[src/rtl/param_waveform_generator.sv]
// -----------------------------------------------------------------------------
// param_waveform_generator
//
// Phase-accumulator waveform source. It produces saw, square, triangle,
// parabolic sine, and full-wave / half-wave rectified sine. The selected
// waveform is scaled by an amplitude register. Configuration is taken through
// a valid/ready handshake into shadow registers. The shadow is committed to
// the active registers only at a phase wrap, a phase_sync, or while the
// accumulator is stopped, so waveform switches never glitch mid-period.
//
// Parameters:
//   WIDTH   - output sample width / phase-to-amplitude resolution (4..16)
//   PHASE_W - phase accumulator width (>= WIDTH)
//
// Ports:
//   clk          system clock, rising edge
//   rst          asynchronous active-low reset
//   en           advance the accumulator by the active tuning word
//   phase_sync   force phase to 0 on the next edge (priority over en)
//   cfg_valid    configuration offer
//   cfg_ready    block can accept a configuration (IDLE)
//   cfg_ftw      frequency tuning word
//   cfg_mode     0 saw, 1 square, 2 triangle, 3 sine, 4 full-wave,
//                5 half-wave, 6-7 off
//   cfg_duty     square-wave threshold
//   cfg_amp      amplitude (all ones = unity gain)
//   wave_out     registered output sample
//   wrap         one-cycle pulse on phase wrap or phase_sync
//   active_mode  currently committed mode
// -----------------------------------------------------------------------------
module param_waveform_generator #(
    parameter int WIDTH   = 8,
    parameter int PHASE_W = 16
) (
    input  logic               clk,
    input  logic               rst,
    input  logic               en,
    input  logic               phase_sync,
    input  logic               cfg_valid,
    output logic               cfg_ready,
    input  logic [PHASE_W-1:0] cfg_ftw,
    input  logic [2:0]         cfg_mode,
    input  logic [WIDTH-1:0]   cfg_duty,
    input  logic [WIDTH-1:0]   cfg_amp,
    output logic [WIDTH-1:0]   wave_out,
    output logic               wrap,
    output logic [2:0]         active_mode
);

    typedef enum logic {
        ST_IDLE = 1'b0,
        ST_PEND = 1'b1
    } cfg_state_t;

    localparam logic [2:0] MODE_SAW    = 3'd0;
    localparam logic [2:0] MODE_SQUARE = 3'd1;
    localparam logic [2:0] MODE_TRI    = 3'd2;
    localparam logic [2:0] MODE_SINE   = 3'd3;
    localparam logic [2:0] MODE_FULL   = 3'd4;
    localparam logic [2:0] MODE_HALF   = 3'd5;

    localparam logic [WIDTH-1:0] HALF    = {1'b1, {(WIDTH-1){1'b0}}};
    localparam logic [WIDTH-1:0] HALF_M1 = {1'b0, {(WIDTH-1){1'b1}}};
    localparam logic [WIDTH-1:0] FULL    = {WIDTH{1'b1}};

    // ---------------------------------------------------------------- state
    logic [PHASE_W-1:0] phase_reg;
    logic               wrap_reg;
    cfg_state_t         state_reg;
    logic               cfg_ready_reg;

    logic [PHASE_W-1:0] shadow_ftw_reg;
    logic [2:0]         shadow_mode_reg;
    logic [WIDTH-1:0]   shadow_duty_reg;
    logic [WIDTH-1:0]   shadow_amp_reg;

    logic [PHASE_W-1:0] ftw_reg;
    logic [2:0]         mode_reg;
    logic [WIDTH-1:0]   duty_reg;
    logic [WIDTH-1:0]   amp_reg;

    logic [WIDTH-1:0]   wave_reg;

    // ---------------------------------------------------------- accumulator
    logic [PHASE_W:0] phase_sum;
    logic             carry;
    logic             commit;

    assign phase_sum = {1'b0, phase_reg} + {1'b0, ftw_reg};
    assign carry     = phase_sum[PHASE_W];
    // Commit when the period boundary is reached, or when the accumulator is
    // not running (nothing to glitch). The carry term only matters with en=1;
    // with en=0 the ~en term already fires.
    assign commit    = phase_sync | ~en | carry;

    always_ff @(posedge clk or negedge rst) begin
        if (!rst) begin
            phase_reg <= '0;
            wrap_reg  <= 1'b0;
        end else if (phase_sync) begin
            phase_reg <= '0;
            wrap_reg  <= 1'b1;
        end else if (en) begin
            phase_reg <= phase_sum[PHASE_W-1:0];
            wrap_reg  <= carry;
        end else begin
            wrap_reg  <= 1'b0;
        end
    end

    // ------------------------------------------------------- config FSM
    always_ff @(posedge clk or negedge rst) begin
        if (!rst) begin
            state_reg       <= ST_IDLE;
            cfg_ready_reg   <= 1'b1;
            shadow_ftw_reg  <= '0;
            shadow_mode_reg <= '0;
            shadow_duty_reg <= HALF;
            shadow_amp_reg  <= FULL;
            ftw_reg         <= '0;
            mode_reg        <= MODE_SAW;
            duty_reg        <= HALF;
            amp_reg         <= FULL;
        end else begin
            case (state_reg)
                ST_IDLE: begin
                    if (cfg_valid) begin
                        shadow_ftw_reg  <= cfg_ftw;
                        shadow_mode_reg <= cfg_mode;
                        shadow_duty_reg <= cfg_duty;
                        shadow_amp_reg  <= cfg_amp;
                        state_reg       <= ST_PEND;
                        cfg_ready_reg   <= 1'b0;
                    end
                end
                ST_PEND: begin
                    if (commit) begin
                        ftw_reg       <= shadow_ftw_reg;
                        mode_reg      <= shadow_mode_reg;
                        duty_reg      <= shadow_duty_reg;
                        amp_reg       <= shadow_amp_reg;
                        state_reg     <= ST_IDLE;
                        cfg_ready_reg <= 1'b1;
                    end
                end
                default: begin
                    state_reg     <= ST_IDLE;
                    cfg_ready_reg <= 1'b1;
                end
            endcase
        end
    end

    // --------------------------------------------------- sample derivation
    logic [WIDTH-1:0]   p;
    logic [WIDTH-2:0]   h;
    logic [WIDTH-1:0]   m_minus_h;
    logic [2*WIDTH-1:0] sine_prod;
    logic [2*WIDTH-1:0] sine_shr;
    logic [WIDTH-1:0]   sine_s;
    logic [WIDTH-1:0]   sine_val;
    logic [WIDTH:0]     two_s;
    logic [WIDTH-1:0]   rect_val;
    logic [WIDTH-1:0]   p_dbl;
    logic [WIDTH-1:0]   sel;
    logic [WIDTH:0]     amp_plus;
    logic [2*WIDTH:0]   scaled;
    logic               unused_scaled;

    assign p         = phase_reg[PHASE_W-1 -: WIDTH];
    assign h         = p[WIDTH-2:0];
    assign m_minus_h = HALF - {1'b0, h};

    // Parabola h*(M-h) peaks at M^2/4; shifting by WIDTH-3 maps the peak to M,
    // which is then clipped to M-1 so the positive half fits above midscale.
    assign sine_prod = {{(WIDTH+1){1'b0}}, h} * {{WIDTH{1'b0}}, m_minus_h};
    assign sine_shr  = sine_prod >> (WIDTH-3);
    assign sine_s    = (sine_shr > {{WIDTH{1'b0}}, HALF_M1}) ? HALF_M1
                                                              : sine_shr[WIDTH-1:0];
    assign sine_val  = p[WIDTH-1] ? (HALF_M1 - sine_s) : (HALF + sine_s);

    assign two_s     = {sine_s, 1'b0};
    assign rect_val  = (two_s > {1'b0, FULL}) ? FULL : two_s[WIDTH-1:0];

    // p<<1 truncated to WIDTH bits; the falling half is its bitwise inverse.
    assign p_dbl     = {p[WIDTH-2:0], 1'b0};

    always_comb begin
        sel = '0;
        case (mode_reg)
            MODE_SAW:    sel = p;
            MODE_SQUARE: sel = (p < duty_reg) ? FULL : '0;
            MODE_TRI:    sel = p[WIDTH-1] ? ~p_dbl : p_dbl;
            MODE_SINE:   sel = sine_val;
            MODE_FULL:   sel = rect_val;
            MODE_HALF:   sel = p[WIDTH-1] ? '0 : rect_val;
            default:     sel = '0;
        endcase
    end

    // Multiplying by amp+1 makes amp = all ones an exact unity gain after
    // the >>WIDTH. The top product bit is always zero for in-range operands.
    assign amp_plus      = {1'b0, amp_reg} + {{WIDTH{1'b0}}, 1'b1};
    assign scaled        = {{(WIDTH+1){1'b0}}, sel} * {{WIDTH{1'b0}}, amp_plus};
    assign unused_scaled = ^{scaled[2*WIDTH], scaled[WIDTH-1:0]};

    always_ff @(posedge clk or negedge rst) begin
        if (!rst) begin
            wave_reg <= '0;
        end else begin
            wave_reg <= scaled[2*WIDTH-1:WIDTH];
        end
    end

    // -------------------------------------------------------------- outputs
    assign wave_out    = wave_reg;
    assign wrap        = wrap_reg;
    assign cfg_ready   = cfg_ready_reg;
    assign active_mode = mode_reg;

endmodule

[config.mk]
export PLATFORM = sky130hd
export DESIGN_NAME = param_waveform_generator
export DESIGN_NICKNAME = d
export VERILOG_FILES = /design/src/rtl/param_waveform_generator.sv
export SDC_FILE = /design/constraint.sdc
export NUM_CORES = 1
export LEC_CHECK = 0
export BUFFER_PORTS_ARGS = -buffer_cell sky130_fd_sc_hd__buf_4
export CAP_MARGIN = 5
export CORE_ASPECT_RATIO = 0.9
export CORE_MARGIN = 1
export CORE_UTILIZATION = 57
export DETAILED_ROUTE_END_ITERATION = 16
export GPL_TIMING_DRIVEN = 0
export PLACE_DENSITY = 0.79
export SYNTH_ARGS = -nofsm -noshare
export SYNTH_HDL_FRONTEND = slang
export SYNTH_SLANG_ARGS = --single-unit
[constraint.sdc]
create_clock -name clk -period 10.1 [get_ports clk]
set_input_delay 2.02 -clock clk [delete_from_list [all_inputs] [get_ports clk]]
set_output_delay 2.02 -clock clk [all_outputs]
set_load 0.02 [all_outputs]
---- Yosys cells after proc, flatten, opt, wreduce, memory -nomap -nowiden ----
Cells that the tools add are included.
storage, ports and cells
  register bits ........................... 97
  input bits .............................. 40
  logic and storage cells ................. 57
  output and inout port bits .............. 13
operators by class
  reduce and logical (&&, ||, !) cells .... 5
  bitwise operators ....................... 5
  multiplexer cells ....................... 17
  add/subtract/negate cells ............... 5
  $mul .................................... 2
  equal/unequal tests ..................... 7
  order comparisons ....................... 3
operator list
  kind                                                                   number
  8-bit 2-to-1 mux                                                       6
  8-bit case mux with 6 select lines                                     1
  16-bit 2-to-1 mux                                                      2
  16-bit by 16-bit adder with 17-bit output                              1
  8-bit by 9-bit multiplier with 16-bit output                           1
  7-bit by 8-bit multiplier with 15-bit output                           1
  10-bit by 7-bit > comparator with 1-bit output, second input constant  1
  8-bit by 1-bit adder with 9-bit output, second input constant          1
  9-bit by 8-bit > comparator with 1-bit output, second input constant   1
  8-bit adder, first input constant                                      1
  8-bit < comparator                                                     1
  8-bit NOT                                                              1
  7-bit by 8-bit subtractor with 8-bit output, first input constant      1
  8-bit by 7-bit subtractor with 8-bit output, first input constant      1
  3-bit by 2-bit == test with 1-bit output, second input constant        2
  3-bit == test, second input constant                                   2
  1-bit 2-to-1 mux                                                       6
  2-bit AND reduction                                                    3
  1-bit case mux with 2 select lines                                     2
  3-bit by 1-bit == test with 1-bit output, second input constant        1
  3-bit zero test                                                        1
  2-bit by 1-bit != test with 1-bit output, second input constant        1
  2-bit != test, second input constant                                   1
  1-bit NOT                                                              2
  other kinds (2)                                                        3

---- Longest topological paths before layout ----
Gate-level depths: netlist (run 1).
  depth in word-level cells ............... 9
  mapped depth ............................ 42
  mapped depth without buffers ............ 40

---- Worst setup path before layout (run 1) ----
No wires, ideal clock.
  kind .................................... register to register
  from .................................... register phase_reg[8]
  to ...................................... register wave_reg[5], in the netlist wave_out[5]
  slack ................................... 417 ps
  period minus slack after synthesis ...... 9683 ps
  stages on the path, launching flop included .. 38
  path buffers ............................ 2
  required time ........................... 10013 ps
  library setup time ...................... 87 ps
  data arrival time ....................... 9596 ps
  cell sequence ........................... dfrtp_1 clkbuf_1 inv_1 ha_1 nor3b_1 ha_1 nand2b_1 fa_1 fa_1 inv_1 fa_1 inv_1 fa_1 inv_1 ha_1 a21o_1 a31oi_4 o211ai_4 [2 not listed] buf_6 nand3_1 xnor2_1 a2111oi_4 nor2_1 fa_1 inv_1 fa_1 fa_1 fa_1 inv_1 ha_1 nand4_1 nor4_1 o311a_4 a21oi_2 or4_1 o211ai_1
between the ends
  word-level cells in the longest chain between the ends .. 9
  elaborated cells on any way between the ends .. 16
  those cells by class .................... add/sub (3); mul (2); order compare (3); mux (7); bitwise (1)
ends and longest elaborated chain
  element                                           RTL line  source
  start, declared                                   67        logic [PHASE_W-1:0] phase_reg;
  start signal, assigned                            104       phase_reg <= phase_sum[PHASE_W-1:0];
  8-bit by 7-bit subtractor with 8-bit output       172       assign m_minus_h = HALF - {1'b0, h};
  7-bit by 8-bit multiplier with 15-bit output      176       assign sine_prod = {{(WIDTH+1){1'b0}}, h} * {{WIDTH{1'b0}}, m_minus_h};
  10-bit by 7-bit > comparator with 1-bit output    178       assign sine_s = (sine_shr > {{WIDTH{1'b0}}, HALF_M1}) ? HALF_M1
  8-bit 2-to-1 mux                                  178
  9-bit by 8-bit > comparator with 1-bit output     183       assign rect_val = (two_s > {1'b0, FULL}) ? FULL : two_s[WIDTH-1:0];
  8-bit 2-to-1 mux                                  183
  8-bit 2-to-1 mux                                  196       MODE_HALF: sel = p[WIDTH-1] ? '0 : rect_val;
  8-bit case mux with 6 select lines (*)            190       case (mode_reg)
  8-bit by 9-bit multiplier with 16-bit output (*)  204       assign scaled = {{(WIDTH+1){1'b0}}, sel} * {{WIDTH{1'b0}}, amp_plus};
  net scaled[13]                                    167       logic [2*WIDTH:0] scaled;
  end signal, assigned                              211       wave_reg <= scaled[2*WIDTH-1:WIDTH];
  end, declared                                     82        logic [WIDTH-1:0] wave_reg;
The timed path passes the listed nets; every way through them passes the cells marked *.
A chain may end at the register's enable or synchronous reset.

---- Final worst setup path (run 1) ----
  from .................................... register phase_reg[11]
  to ...................................... register wave_reg[5], in the netlist wave_out[5]
The elaborated chain is that of the path after synthesis.

==> impl_metrics.csv, run 1 <==
group,metric,value,unit
drt,drt_iter0_markers,496,
clock_tree,htree_num_levels,3,
floorplan,io_pins,53,
floorplan,row_count,43,
clock_tree,clkLatencyLatePin,0.35,ns
floorplan,die_area,0.0165,mm²
worst_setup_path,cp-start-kind,"flip-flop",
clock_tree,ctsHoldBuffers,0,
grt,grt_max_degree,98,
worst_setup_path,cp-startpoint,"phase_reg[11]$_DFFE_PN0P_",
yosys,ys_seq_area_share,27.0,%
timing,setup_ws,0.311,ns
drt,drt-wirelength-per-cell,16.5,µm
hold_path,min_path_type,"reg -> reg",
placed_design,io_buffers,52,
yosys,synth_ff_type,"dfrtp_1",
clock_tree,cts_tree,"done",
floorplan,start_util,58.7,%
floorplan,core-area,0.0155,mm²
clock_tree,clkSlewWorstSetupHoldPaths,0.07,ns
drt,drtPass1Iterations,6,
timing,fin_skew,0.00937,ns
clock_tree,cts-root-buf,"clkbuf_16",
timing,slew_headroom,38.3,%
timing,max_freq,102,MHz
final_layout,finish.net_count,1189,
worst_setup_path,crit_required,10.37,ns
worst_setup_path,max_stage_delay,0.55,ns
grt,grtUsageTotal,25.1,%
yosys,synth_top_cells_by_count,"100 x inv_1, 97 x ha_1, 84 x nor2_1",
yosys,ys_warn_count,0,
yosys,synth_top_area_share,21.5,%
yosys,syn_area_per_cell,10.3,µm²
timing,min_period_over_period,96.9,%
final_layout,n_antenna_cell,0,
worst_setup_path,r2r_start,"phase_reg[11]$_DFFE_PN0P_",
yosys,synthCells,882,
flow_run,drv_cap,0,
timing,post-route-min-period,9.79,ns
yosys,synth_cell_types,74,
yosys,synth_most_common_cell,"inv_1",
grt,grt_pass1_vias,6828,
grt,antenna_found_initial,0,
final_layout,syn_to_final_growth,16.9,%
yosys,syn_area,0.00909,mm²
drt,antenna_left,0,
timing,finalHoldViolations,0,
drt,drc,0,
worst_setup_path,criticalPathCategory,"reg -> reg",
yosys,ys_seq_elements,97,
clock_tree,cts_num_sinks,97,
timing,setup_violations,0,
worst_setup_path,end_kind,"flip-flop",
hold_path,min_from,"cfg_ready$_DFFE_PN1P_",
timing,worst_pin_slew,0.919,ns
final_layout,final_layout_size_suffix_gt1_share,27.6,%
clock_tree,cts_max_path_buffers,2,
worst_setup_path,worstPathArrival,10.06,ns
clock_tree,numCtsBuffers,9,
timing,drv_slew,0,
yosys,synth_edf_count,0,
yosys,synthArstFlopShare,100,%
placed_design,hpwl,14200,µm
outcome,status,"completed",
drt,vias,6765,
grt,grt_pass1_wl,32500,µm
drt,viasPerCell,5.68,
yosys,yosysTopAreaCell,"dfrtp_1",
yosys,ys_top_cells_by_area,"dfrtp_1 21%, fa_1 15%, ha_1 13%",
grt,grt-ovfl-total,0,
floorplan,die_y,122,µm
worst_setup_path,worst_path_max_delay_cell,"fa_1",
worst_setup_path,cp_max_fo,10,
placed_design,gp_congestion,0.844,
placed_design,place_ws,-0.792,ns
drt,drt-total-wl,19600,µm
worst_setup_path,cp_common_cell,"fa_1",
floorplan,die_w,135,µm
-- logic make-up after synthesis --
family	after synthesis	share of synthesized area, %
mux	84	10.2
flops	97	27.0
xor+xnor	46	4.43
buf+inv	125	5.41
simple gates	241	13.6
other cells	2	0.0826
fa+ha+maj	166	28.6
compound gates	121	10.8
-- per-stage QoR --
step | std cells | util (%) | hold slack [ns] | setup TNS [ns] | area [µm²]
final | 1190 | 68.6 | 0.501 | 0 | 10600
after global routing | 1190 | 68.6 | 0.518 | -0.0756 | 10600
after CTS | 1174 | 66.2 | 0.505 | 0 | 10300
after detailed placement | 1142 | 63.0 | 0.464 | -4.28 | 9750
after global placement | 1142 | 63.0 | 0.459 | -3.53 | 9750
after floorplan | 888 | - | 0.473 | 0 | 9110
-- layout make-up --
| class | instances | area, µm² |
|---|---|---|
| clock inverter | 5 | 43.8 |
| fill | 1170 | 4870 |
| sequential | 97 | 2460 |
| timing repair buffer | 84 | 654 |
| multi-input combinational | 666 | 6450 |
| inverter | 101 | 384 |
| clock buffer | 11 | 243 |
| buffer | 24 | 138 |
| tap | 202 | 253 |
-- per-layer routing --
metal  GRT usage [%]  wire length, µm  vias to the layer above  share of wire, %
met2            40.5             9310                      185                47
met1            34.8             8810                     3348                45
li1                -                -                     3190                 -
met4            8.71              476                        0               2.4
met5               0                0                        -                 0
met3            3.50             1040                       42               5.3
-- worst paths after layout --
path / slack [ns] / endpoint / cells past startpoint
worst max-delay path: 0.31 / wave_out[5]$_DFF_PN0_ / 36
worst min-delay path: 0.50 / cfg_ready$_DFFE_PN1P_ / 2
worst max register to register: 0.31 / wave_out[5]$_DFF_PN0_ / 36
worst min register to register: 0.50 / cfg_ready$_DFFE_PN1P_ / 2
max in group asynchronous: 7.85 / cfg_ready$_DFFE_PN1P_ / 2
min in group asynchronous: 1.57 / wave_out[2]$_DFF_PN0_ / 1
-- what timing repair did --
action,CTS,global route
pin swaps,8,35
resized for setup,22,43
buffers inserted,16,15
setup endpoints to repair,7,7
-- critical path, delay by kind of cell, from the launching register on --
| kind | cells | cell delay, ns |
|---|---|---|
| fa+ha+maj | 11 | 4.74 |
| xor+xnor | 1 | 0.18 |
| buf+inv | 8 | 0.86 |
| compound gates | 9 | 1.94 |
| simple gates | 7 | 1.45 |
| flops | 1 | 0.50 |
-- cell usage in the layout, fill, tap and decap left out, types with 13 or more instances in the layout --
cell type	instances
ha_1	89
o21ai_0	20
nor2_1	83
inv_1	97
fa_1	67
nand2_1	28
or2_2	14
nand2b_1	27
buf_4	86
mux2i_1	13
dfstp_2	19
nor2b_1	20
mux2_2	71
xnor2_1	31
a21oi_1	27
dfrtp_1	73
Power of run 1 is left out: the tool's default activity adds up to more than one toggle a clock period on the data nets, which glitch-free logic cannot reach.
==> inputs of run 2 (changes only) <==
==> config.mk (replaced) <==
export PLATFORM = sky130hd
export DESIGN_NAME = param_waveform_generator
export DESIGN_NICKNAME = d
export VERILOG_FILES = /design/src/rtl/param_waveform_generator.sv
export SDC_FILE = /design/constraint.sdc
export NUM_CORES = 1
export LEC_CHECK = 0
export CAP_MARGIN = 5
export CORE_ASPECT_RATIO = 0.9
export CORE_MARGIN = 1
export CORE_UTILIZATION = 55
export DETAILED_ROUTE_END_ITERATION = 16
export DONT_BUFFER_PORTS = 1
export GPL_TIMING_DRIVEN = 0
export PLACE_DENSITY = 0.74
export SYNTH_ARGS = -nofsm -noshare
export SYNTH_HDL_FRONTEND = slang
export SYNTH_SLANG_ARGS = --single-unit
==> run 2 against run 1 <==
First-iteration DRC count decreased by 26%. Core utilization down 5.1 points. Clock skew grew 0.0057 ns. Worst hold slack better by 0.00052 ns. Clock-buffer cell count decreased by 1. Sequential share of layout area rose by 0.87 points. Cell count decreased by 4.1%.
==> impl_metrics.csv, run 2 (same netlist as run 1, synthesis figures left out) <==
group,metric,value,unit
placed_design,gp_congestion,0.809,
floorplan,core-area,0.0161,mm²
final_layout,fillCellCount,1266,
floorplan,start_util,56.3,%
worst_setup_path,cp_common_cell,"fa_1",
outcome,status,"completed",
worst_setup_path,worstPathArrival,10.02,ns
hold_path,min_delay_path_depth,1,
worst_setup_path,cp-start-kind,"flip-flop",
timing,worst_pin_slew,0.961,ns
worst_setup_path,cp_max_fo,8,
drt,antenna_left,0,
final_layout,finish.net_count,1135,
drt,viasPerCell,5.57,
worst_setup_path,criticalPathCategory,"reg -> reg",
timing,slew_headroom,35.4,%
drt,drt-total-wl,18500,µm
placed_design,io_buffers,0,
flow_run,drv_cap,0,
worst_setup_path,crit_required,10.37,ns
floorplan,die_w,138,µm
final_layout,n_antenna_cell,0,
clock_tree,htree_num_levels,3,
worst_setup_path,worst_path_max_delay_cell,"fa_1",
worst_setup_path,max_stage_delay,0.56,ns
grt,grt_max_degree,98,
final_layout,mostFrequentLayoutCells,"93 x inv_1, 88 x ha_1, 84 x nor2_1, 73 x dfrtp_1, 71 x mux2_2",
clock_tree,clkLatencyLatePin,0.36,ns
final_layout,final_layout_size_suffix_gt1_share,24.0,%
drt,drc,0,
final_layout,syn_to_final_growth,12.7,%
timing,min_period_over_period,96.6,%
floorplan,die_y,124,µm
floorplan,die_area,0.0170,mm²
clock_tree,numCtsBuffers,9,
floorplan,row_count,44,
clock_tree,cts-root-buf,"clkbuf_16",
drt,drtPass1Iterations,6,
timing,setup_violations,0,
final_layout,mostFrequentLayoutCell,"inv_1",
grt,grt_pass1_wl,30700,µm
grt,grtUsageTotal,23.4,%
clock_tree,cts_tree,"done",
clock_tree,clkSlewWorstSetupHoldPaths,0.07,ns
placed_design,hpwl,13900,µm
timing,max_freq,103,MHz
drt,drt-wirelength-per-cell,16.2,µm
grt,grt_pass1_vias,6239,
timing,setup_ws,0.347,ns
timing,fin_skew,0.0151,ns
timing,finalHoldViolations,0,
drt,drt_iter0_markers,368,
floorplan,io_pins,53,
timing,post-route-min-period,9.75,ns
clock_tree,ctsHoldBuffers,0,
drt,vias,6351,
placed_design,place_ws,-0.763,ns
hold_path,min_path_type,"reg -> reg",
clock_tree,cts_max_path_buffers,2,
grt,grt-ovfl-total,0,
timing,drv_slew,0,
worst_setup_path,end_kind,"flip-flop",
clock_tree,cts_num_sinks,97,
worst_setup_path,r2r_cells,38,
grt,antenna_found_initial,0,
==> run 2: changes by cell type in the layout (fill, tap and decap cells not counted), sizes merged <==
cell / previous run / this run
clkinvlp: 2 / 1
clkbuf: 24 / 21
buf: 95 / 43
bufinv: 0 / 2
==> run 2: critical path: cells and delay by family, from the launching register on <==
| family | cells | cell delay [ns] |
|---|---|---|
| simple gates | 7 | 1.41 |
| buf+inv | 9 | 0.74 |
| compound gates | 9 | 2.09 |
| flops | 1 | 0.43 |
| fa+ha+maj | 12 | 4.82 |
| xor+xnor | 1 | 0.17 |
==> run 2: what timing repair did <==
item	in CTS	in global routing
buffers inserted	17	13
resized for setup	22	46
setup endpoints to repair	7	7
pin swaps	9	35
==> run 2: worst paths after layout <==
kind,end,from,slack (ns)
max,wave_out[5]$_DFF_PN0_,phase_reg[8]$_DFFE_PN0P_,0.35
min in group asynchronous,wave_out[0]$_DFF_PN0_,rst,1.34
min reg2reg,shadow_ftw_reg[1]$_DFFE_PN0P_,shadow_ftw_reg[1]$_DFFE_PN0P_,0.50
max in group asynchronous,cfg_ready$_DFFE_PN1P_,rst,8.51
max reg2reg,wave_out[5]$_DFF_PN0_,phase_reg[8]$_DFFE_PN0P_,0.35
min,shadow_ftw_reg[1]$_DFFE_PN0P_,shadow_ftw_reg[1]$_DFFE_PN0P_,0.50
==> run 2: metal layers <==
| layer | part of all wire [%] | GRT usage [%] |
|---|---|---|
| met1 | 48 | 33.4 |
| met2 | 46 | 37.2 |
| met3 | 4.9 | 4.07 |
| met4 | 1.1 | 5.63 |
| met5 | 0 | 0 |
==> run 2: final cells by class <==
| type | count | area (µm²) | area share (%) |
|---|---|---|---|
| inverters | 101 | 384 | 3.75 |
| well taps | 207 | 259 | 2.53 |
| flip-flops and latches | 97 | 2460 | 24.0 |
| clock buffers | 10 | 229 | 2.24 |
| repair buffers | 30 | 233 | 2.27 |
| plain buffers | 24 | 134 | 1.31 |
| multi-input cells | 666 | 6440 | 62.9 |
| clock inverters | 6 | 98.8 | 0.965 |
==> run 2: stage by stage <==
step / TNS, ns / hold WS [ns] / std cells / area, µm² / utilization, %
6_report: 0 / 0.502 / 1141 / 10200 / 63.5
5_1_grt: -0.0614 / 0.522 / 1141 / 10200 / 63.5
4_1_cts: 0 / 0.509 / 1128 / 9930 / 61.5
3_5_place_dp: -4.01 / 0.494 / 1095 / 9370 / 58.1
3_3_place_gp: -3.77 / 0.488 / 1095 / 9370 / 58.1
2_1_floorplan: 0 / 0.473 / 888 / 9110 / -
Power of run 2 is left out for the same reason.
==> inputs of run 3 (changes only) <==
--- a/config.mk
+++ b/config.mk
@@ -5,14 +5,14 @@
 export SDC_FILE = /design/constraint.sdc
 export NUM_CORES = 1
 export LEC_CHECK = 0
+export BUFFER_PORTS_ARGS = -buffer_cell sky130_fd_sc_hd__buf_4
 export CAP_MARGIN = 5
 export CORE_ASPECT_RATIO = 0.9
 export CORE_MARGIN = 1
 export CORE_UTILIZATION = 55
 export DETAILED_ROUTE_END_ITERATION = 16
-export DONT_BUFFER_PORTS = 1
 export GPL_TIMING_DRIVEN = 0
-export PLACE_DENSITY = 0.74
+export PLACE_DENSITY = 0.77
 export SYNTH_ARGS = -nofsm -noshare
 export SYNTH_HDL_FRONTEND = slang
 export SYNTH_SLANG_ARGS = --single-unit
==> run 3 against run 2 <==
Sequential cell count unchanged. Critical path type unchanged. Cell count grew 4.7%. Global-route usage increased by 0.13 points. Fmax shrank 0.92%. Core utilization is 2.3 points higher.
==> impl_metrics.csv, run 3 (same netlist as run 1, synthesis figures left out) <==
group,metric,value,unit
timing,worst_pin_slew,0.958,ns
placed_design,post-place-cells,1147,
drt,drc,0,
final_layout,mostFrequentLayoutCells,"96 x inv_1, 89 x ha_1, 87 x buf_4, 84 x nor2_1, 73 x dfrtp_1",
timing,drv_slew,0,
clock_tree,ctsHoldBuffers,0,
drt,antenna_left,0,
drt,vias,6650,
final_layout,final_layout_size_suffix_gt1_share,27.3,%
final_layout,mostFrequentLayoutCell,"inv_1",
clock_tree,cts_num_sinks,97,
worst_setup_path,crit_required,10.37,ns
worst_setup_path,crit_end,"wave_out[5]$_DFF_PN0_",
clock_tree,numCtsBuffers,9,
clock_tree,cts_tree,"done",
worst_setup_path,end_kind,"flip-flop",
clock_tree,clkSlewWorstSetupHoldPaths,0.07,ns
floorplan,start_util,56.3,%
final_layout,n_antenna_cell,0,
drt,drt_iter0_markers,345,
timing,max_freq,102,MHz
timing,min_period_over_period,97.5,%
drt,drt-wirelength-per-cell,16.0,µm
hold_path,min_delay_path_depth,2,
worst_setup_path,cp_max_fo,10,
worst_setup_path,worst_path_max_delay_cell,"fa_1",
timing,fin_skew,0.0169,ns
worst_setup_path,max_stage_delay,0.58,ns
final_layout,multi_input_area,0.00639,mm²
grt,antenna_found_initial,1,
worst_setup_path,reg2reg_to,"wave_out[5]$_DFF_PN0_",
clock_tree,cts_max_path_buffers,2,
final_layout,fillCellCount,1255,
placed_design,io_buffers,52,
grt,grt_pass1_wl,31100,µm
drt,drt-total-wl,19100,µm
floorplan,io_pins,53,
floorplan,die_w,138,µm
worst_setup_path,worstPathArrival,10.12,ns
floorplan,core-area,0.0161,mm²
worst_setup_path,cp_common_cell,"fa_1",
drt,viasPerCell,5.56,
final_layout,fin_cells,1195,
final_layout,seq_area,0.00246,mm²
final_layout,final_util,65.8,%
grt,grt-ovfl-total,0,
worst_setup_path,r2r_start,"phase_reg[12]$_DFFE_PN0P_",
floorplan,die_y,124,µm
timing,setup_violations,0,
worst_setup_path,criticalPathCategory,"reg -> reg",
placed_design,gp_congestion,0.868,
worst_setup_path,cp-start-kind,"flip-flop",
clock_tree,clkLatencyLatePin,0.37,ns
flow_run,drv_cap,0,
grt,grtUsageTotal,23.6,%
floorplan,row_count,44,
drt,drtPass1Iterations,5,
clock_tree,htree_num_levels,3,
grt,grt_max_degree,98,
floorplan,die_area,0.0170,mm²
worst_setup_path,rrSetupSlack,0.26,ns
outcome,status,"completed",
worst_setup_path,r2r_cells,36,
final_layout,finish.net_count,1189,
timing,slew_headroom,35.6,%
worst_setup_path,cp-startpoint,"phase_reg[12]$_DFFE_PN0P_",
placed_design,hpwl,14400,µm
hold_path,min_path_type,"reg -> reg",
grt,grt_pass1_vias,6498,
clock_tree,cts-root-buf,"clkbuf_16",
timing,finalHoldViolations,0,
final_layout,syn_to_final_growth,16.8,%
timing,post-route-min-period,9.84,ns
==> run 3: worst min path at each step <==
stage,slack (ns),to,start
finish,0.49,cfg_ready$_DFFE_PN1P_,cfg_ready$_DFFE_PN1P_
detailed placement,0.47,cfg_ready$_DFFE_PN1P_,cfg_ready$_DFFE_PN1P_
floorplan,0.47,state_reg$_DFF_PN0_,state_reg$_DFF_PN0_
global placement,0.46,cfg_ready$_DFFE_PN1P_,cfg_ready$_DFFE_PN1P_
CTS,0.49,cfg_ready$_DFFE_PN1P_,cfg_ready$_DFFE_PN1P_
global route,0.51,cfg_ready$_DFFE_PN1P_,cfg_ready$_DFFE_PN1P_
==> run 3: layout make-up <==
cell class                      instances  area share (%)
Multi-Input combinational cell        666            60.2
Timing Repair Buffer                   84            6.13
Clock buffer                           10            2.25
Inverter                              101            3.60
Tap cell                              207            2.44
Clock inverter                          6           0.908
Buffer                                 24            1.31
Sequential cell                        97            23.2
==> run 3: per-stage QoR <==
step                      worst slack (ns)  hold WS [ns]  area [µm²]  TNS [ns]
after floorplan                      0.417         0.473        9110         0
after global placement              -0.716         0.459        9760     -3.70
after detailed placement            -0.813         0.467        9760     -4.45
after CTS                           0.0172         0.492       10300         0
after global routing               -0.0865         0.513       10600    -0.220
final                                0.257         0.493       10600         0
==> run 3: critical path, delay by kind of cell, from the launching register on <==
family                     cells  cell delay [ns]
adders and majority gates     11             4.88
AOI/OAI and AO/OA              9             2.02
and+or+nand+nor                7             1.38
buffers and inverters          8             0.81
DFF                            1             0.51
xor gates and xnor gates       1             0.15
==> run 3: what timing repair did <==
| item | in CTS | in global routing |
|---|---|---|
| setup buffers | 16 | 15 |
| endpoints found under the setup margin | 7 | 7 |
| gates resized for setup | 20 | 34 |
| pin swaps | 9 | 22 |
==> run 3: per-layer routing <==
layer	GRT usage, %	routed length [µm]	part of all wire, %
met1	33.4	9100	48
met2	37.1	8730	46
met3	3.30	815	4.3
met4	7.83	409	2.1
met5	0	0	0
Power of run 3 is left out for the same reason.
